## config.mk

```make
export PLATFORM = sky130hd
export DESIGN_NAME = usbf_dma_arb
export DESIGN_NICKNAME = d
export VERILOG_FILES = /design/src/rtl/usbf_dma_arb.sv
export SDC_FILE = /design/constraint.sdc
export NUM_CORES = 1
export LEC_CHECK = 0
export CAP_MARGIN = 20
export CORE_MARGIN = 2
export CORE_UTILIZATION = 40
export CTS_BUF_LIST = sky130_fd_sc_hd__clkbuf_4 sky130_fd_sc_hd__clkbuf_8
export DETAILED_ROUTE_END_ITERATION = 8
export GPL_ROUTABILITY_DRIVEN = 0
export MAX_ROUTING_LAYER = met4
export SLEW_MARGIN = 15
export SYNTH_ARGS = -nofsm -noshare
export SYNTH_HDL_FRONTEND = slang
export SYNTH_SLANG_ARGS = --single-unit
```

## constraint.sdc

```tcl
create_clock -name clk -period 2.58 [get_ports clk]
set_input_delay 0.516 -clock clk [delete_from_list [all_inputs] [get_ports clk]]
set_output_delay 0.516 -clock clk [all_outputs]
set_load 0.02 [all_outputs]
```

## src/rtl/usbf_dma_arb.sv

```systemverilog
// Round-robin arbiter that shares one external DMA word engine among the endpoint
// DMA channels, with bounded bursts and a two-cycle settle gap after every word.
module usbf_dma_arb #(
  parameter int NEP       = 4,
  parameter int BURST_MAX = 8
) (
  input  logic           clk,
  input  logic           rst,
  input  logic [NEP-1:0] dma_req,
  output logic [NEP-1:0] dma_ack,
  output logic           ch_req,
  output logic [1:0]     ch_sel,
  input  logic           ch_ack,
  output logic           busy,
  output logic [1:0]     state_dbg
);

  // Handshake: ch_req stays high through XFER until the engine answers with a
  // one-cycle ch_ack; each accepted word produces one dma_ack pulse on the next cycle.
  typedef enum logic [1:0] {
    IDLE   = 2'd0,
    XFER   = 2'd1,
    SETTLE = 2'd2
  } state_t;

  state_t     state;
  logic [1:0] grant;
  logic [1:0] last;
  logic [7:0] beat_cnt;
  logic       settle_cnt;
  logic [1:0] rr_win;
  logic [1:0] rr_cand;
  logic       rr_found;
  logic [7:0] beat_inc;
  logic       burst_open;

  assign state_dbg  = state;
  assign burst_open = beat_cnt < 8'(BURST_MAX);
  assign beat_inc   = burst_open ? beat_cnt + 8'd1 : beat_cnt;

  // Search starts just after the previous winner; 2-bit wrap gives mod-4 order.
  always_comb begin
    rr_found = 1'b0;
    rr_win   = last;
    rr_cand  = '0;
    for (int k = 1; k <= NEP; k++) begin
      rr_cand = last + 2'(k);
      if (!rr_found && dma_req[rr_cand]) begin
        rr_found = 1'b1;
        rr_win   = rr_cand;
      end
    end
  end

  always_ff @(posedge clk or posedge rst) begin
    if (rst) begin
      state      <= IDLE;
      ch_req     <= 1'b0;
      ch_sel     <= 2'd0;
      dma_ack    <= '0;
      busy       <= 1'b0;
      grant      <= 2'd0;
      last       <= 2'd3;
      beat_cnt   <= 8'd0;
      settle_cnt <= 1'b0;
    end else begin
      dma_ack <= '0;
      case (state)
        IDLE: begin
          if (rr_found) begin
            grant    <= rr_win;
            last     <= rr_win;
            ch_sel   <= rr_win;
            beat_cnt <= 8'd0;
            ch_req   <= 1'b1;
            busy     <= 1'b1;
            state    <= XFER;
          end
        end
        XFER: begin
          if (ch_ack) begin
            beat_cnt   <= beat_inc;
            dma_ack    <= NEP'(1) << grant;
            ch_req     <= 1'b0;
            settle_cnt <= 1'b0;
            state      <= SETTLE;
          end else if (!dma_req[grant]) begin
            ch_req <= 1'b0;
            busy   <= 1'b0;
            state  <= IDLE;
          end
        end
        SETTLE: begin
          if (!settle_cnt) begin
            settle_cnt <= 1'b1;
          end else if (dma_req[grant] && burst_open) begin
            ch_req <= 1'b1;
            state  <= XFER;
          end else begin
            busy  <= 1'b0;
            state <= IDLE;
          end
        end
        default: begin
          ch_req <= 1'b0;
          busy   <= 1'b0;
          state  <= IDLE;
        end
      endcase
    end
  end

endmodule

```

==> summary.md <==
| Metric | Value |
|---|---|
| Ant diodes | 0 |
| Largest net degree at the start of global routing | 22 |
| Synth Cell Area | around 1000 sq um |
| Port-buffer cells | 16 |
| Critical path buffers and inverters | 1 |
| CTS H-tree depth | 1 |
| Max capacitance violation total | 0 |
| Global route overflow | 0 |
| Finished Cell Area | between 0.001 and 0.0015 sq mm |
| Root Buffer | clkbuf_4 |
| Static leakage | roughly 0.00053 uW |
| Final setup viols | 0 |
| Worst hold path class | reg2reg |
| Worst setup EP type | output port |
| Vias in the first global route | 690 |
| CTS tree | yes |
| Syn Nets | slightly above 100 |
| Die width | 53.7 microns |
| Status | complete, no violations |
| Rows | 18 |
| Post-synth cell types | 37 |
| Largest fanout on the critical path | 12 |
| Core footprint | approximately 0.0024 sq mm |
| Die height | roughly 54 microns |
| CP max-delay cell | clkdlybuf4s50_1 |
| Final Cycle Share | between 80 and 90% |
| Clk sinks | 21 |
| Slew @ Worst Pin | 0.776 ns |
| CP cell instances | clkdlybuf4s50_1 |
| Worst EP arrival | approximately 1.6 ns |
| First-pass GRT wire length | just over 3000 microns |
| Layout cell share with drive strength beyond 1 | a little over a tenth |
| Placed inst area | between 0.001 and 0.0015 sq mm |
| Net count, final | between 100 and 150 |
| Total CTS buffers | 3 |
| Number of setup buffers added after CTS | 0 |
| Max Root-Sink Buffers | 2 |
| Setup TNS | 0 ns |
| Critical path launch point type | flop |
| Cell count after synthesis | 93 |
| CTS clk-pin slew, worst paths | 0.12 ns |
| Die ar. | 0.00289 sq mm |
| Tot GR Track Use | 15.6% |
| Fmax | ~0.48 GHz |
| WS Path Type | reg2out |
| Syn avg cell area | roughly 11 sq um |
| Vias per inst | about 5.3 |
| First-iteration detailed-routing DRC count | 14 |
| Slew margin rel. | about half |
| Post-DP HPWL | 1380 microns |
| Post-cts hold buffer count | 0 |
| Post_cts resized | 0 |
| Setup Skew | between 0.0015 and 0.002 ns |
| Peak supply drop | between 500 and 600 uV |
| Yosys reg bits | 21 |
| RSZ-0062 raised after global routing | no |
| Residual DRC | 0 |
| Count of final max-slew check failures | 0 |
| Drt total wl | 1860 microns |
| Crit-path max cell delay | between 0.6 and 0.7 ns |
| Leading cell type in the layout, fill and taps excluded | dfrtp_1 |
| IO Count | 17 |
| Pre-antenna DRT Iters | 4 |
| Syn-to-layout area delta | 21.2% |
| Pwr/cell area | around 1100 mW/mm^2 |
| Yosys warns | 0 |
| Seq/Total Area, Yosys | 53.4% |
| Routed Antenna Nets | 0 |
| Initial antenna violation count | 0 |
| Post-DR wirelength/cell | roughly 13 microns |
| Most frequent cells in the layout | 19 x dfrtp_1, 16 x clkdlybuf4s50_1, 8 x nand2_1 |
| CP required | 2.06 ns |
| Final min period | between 2 and 2.5 ns |
| Initial core utilization | around two fifths |
| Via count | 742 |
| Clock Latency Late Sink | about 0.31 ns |
| Top delay family on crit path | buffers and inverters |
| Hold Vio Cnt, Final | 0 |
==> cell usage after synthesis <==
| cell | number | area, sq um |
|---|---|---|
| nor2_1 | 7 | 26.3 |
| a211o_2 | 1 | 10.0 |
| a31oi_1 | 1 | 6.26 |
| dfrtp_1 | 19 | 475 |
| nand3b_1 | 2 | 15.0 |
| and3_2 | 1 | 7.51 |
| nor3_1 | 4 | 20.0 |
| nand2b_1 | 1 | 6.26 |
| o22a_1 | 1 | 8.76 |
| o22ai_1 | 1 | 6.26 |
| nor4_1 | 1 | 6.26 |
| a41o_1 | 1 | 10.0 |
| nor3b_1 | 1 | 7.51 |
| inv_1 | 5 | 18.8 |
| ha_1 | 1 | 12.5 |
| or4_1 | 1 | 7.51 |
| o21ai_0 | 6 | 30.0 |
| a2bb2oi_2 | 1 | 15.0 |
| a211oi_1 | 1 | 7.51 |
| nand4_1 | 1 | 6.26 |
| nor2b_1 | 2 | 12.5 |
| buf_2 | 3 | 15.0 |
| mux4_2 | 1 | 22.5 |
| a21boi_0 | 1 | 7.51 |
| nand3_2 | 1 | 10.0 |
| o211ai_1 | 1 | 7.51 |
| a221oi_2 | 1 | 15.0 |
| and3b_1 | 1 | 8.76 |
| nand3_1 | 4 | 20.0 |
| and2_1 | 4 | 25.0 |
| nand2_1 | 8 | 30.0 |
| xor2_1 | 1 | 8.76 |
| o21a_1 | 2 | 15.0 |
| o221ai_1 | 2 | 17.5 |
| mux2i_1 | 1 | 10.0 |
| o311ai_0 | 1 | 8.76 |
| dfstp_2 | 2 | 52.6 |
==> cell type report <==
class	count	area, sq um
clock inverters	1	5.00
fillers	216	1210
clock buffers	3	22.5
repair buffers	16	160
flip-flops and latches	21	528
well taps	30	37.5
inverters	5	18.8
multi-input cells	64	428
==> per-layer routing <==
| metal | vias up | global-route usage (%) | share of wire (%) |
|---|---|---|---|
| met1 | 349 | 20.1 | 51 |
| met3 | 4 | 3.33 | 3.8 |
| li1 | 369 | - | - |
| met4 | 0 | 7.69 | 1.7 |
| met2 | 20 | 23.4 | 43 |
| met5 | - | - | 0 |
==> registers in the layout, summed over array words and instances, names as in the netlist <==
| name | count |
|---|---|
| beat_cnt | 8 |
| last | 2 |
| ch_req | 1 |
| grant | 2 |
| busy | 1 |
| dma_ack | 4 |
| settle_cnt | 1 |
| state_dbg | 2 |
==> power by group <==
part / internal (uW) / switching, uW / total (uW)
Combinational: 279 / 283 / 562
Clock: 57.9 / 105 / 163
Sequential: 438 / 126 / 563
Total: 775 / 513 / 1290
==> stage by stage <==
step | worst slack (ns) | std cells | hold WS [ns] | utilization, % | power, uW
floorplan | 0.939 | 93 | 0.454 | - | 946
global placement | 0.428 | 136 | 0.473 | 48.7 | 1130
detailed placement | 0.389 | 136 | 0.475 | 48.7 | 1140
CTS | 0.490 | 140 | 0.503 | 49.8 | 1300
global route | 0.430 | 140 | 0.534 | 49.8 | 1400
finish | 0.501 | 140 | 0.501 | 49.8 | 1290
==> kinds of logic after synthesis <==
logic type | count (synthesis) | share of synthesized area, %
buffers and inverters | 8 | 3.41
xor gates and xnor gates | 1 | 0.885
DFF | 21 | 53.4
and+or+nand+nor | 39 | 21.1
AOI/OAI and AO/OA | 21 | 16.7
adders and majority gates | 1 | 1.26
muxes | 2 | 3.29
==> final timing paths <==
kind | start | endpoint | slack (ns) | depth (start not counted)
max in group asynchronous | rst | beat_cnt[2]$_DFFE_PP0P_ | 1.47 | 2
min in group asynchronous | rst | beat_cnt[1]$_DFFE_PP0P_ | 0.63 | 2
max | state_dbg[1]$_DFFE_PP0P_ | state_dbg[1] | 0.50 | 1
max reg2reg | grant[0]$_DFFE_PP0P_ | ch_req$_DFFE_PP0P_ | 0.95 | 3
min reg2reg | last[1]$_DFFE_PP1P_ | last[1]$_DFFE_PP1P_ | 0.50 | 2
min | last[1]$_DFFE_PP1P_ | last[1]$_DFFE_PP1P_ | 0.50 | 2
Note: power is estimated with default switching activity, not from simulation.
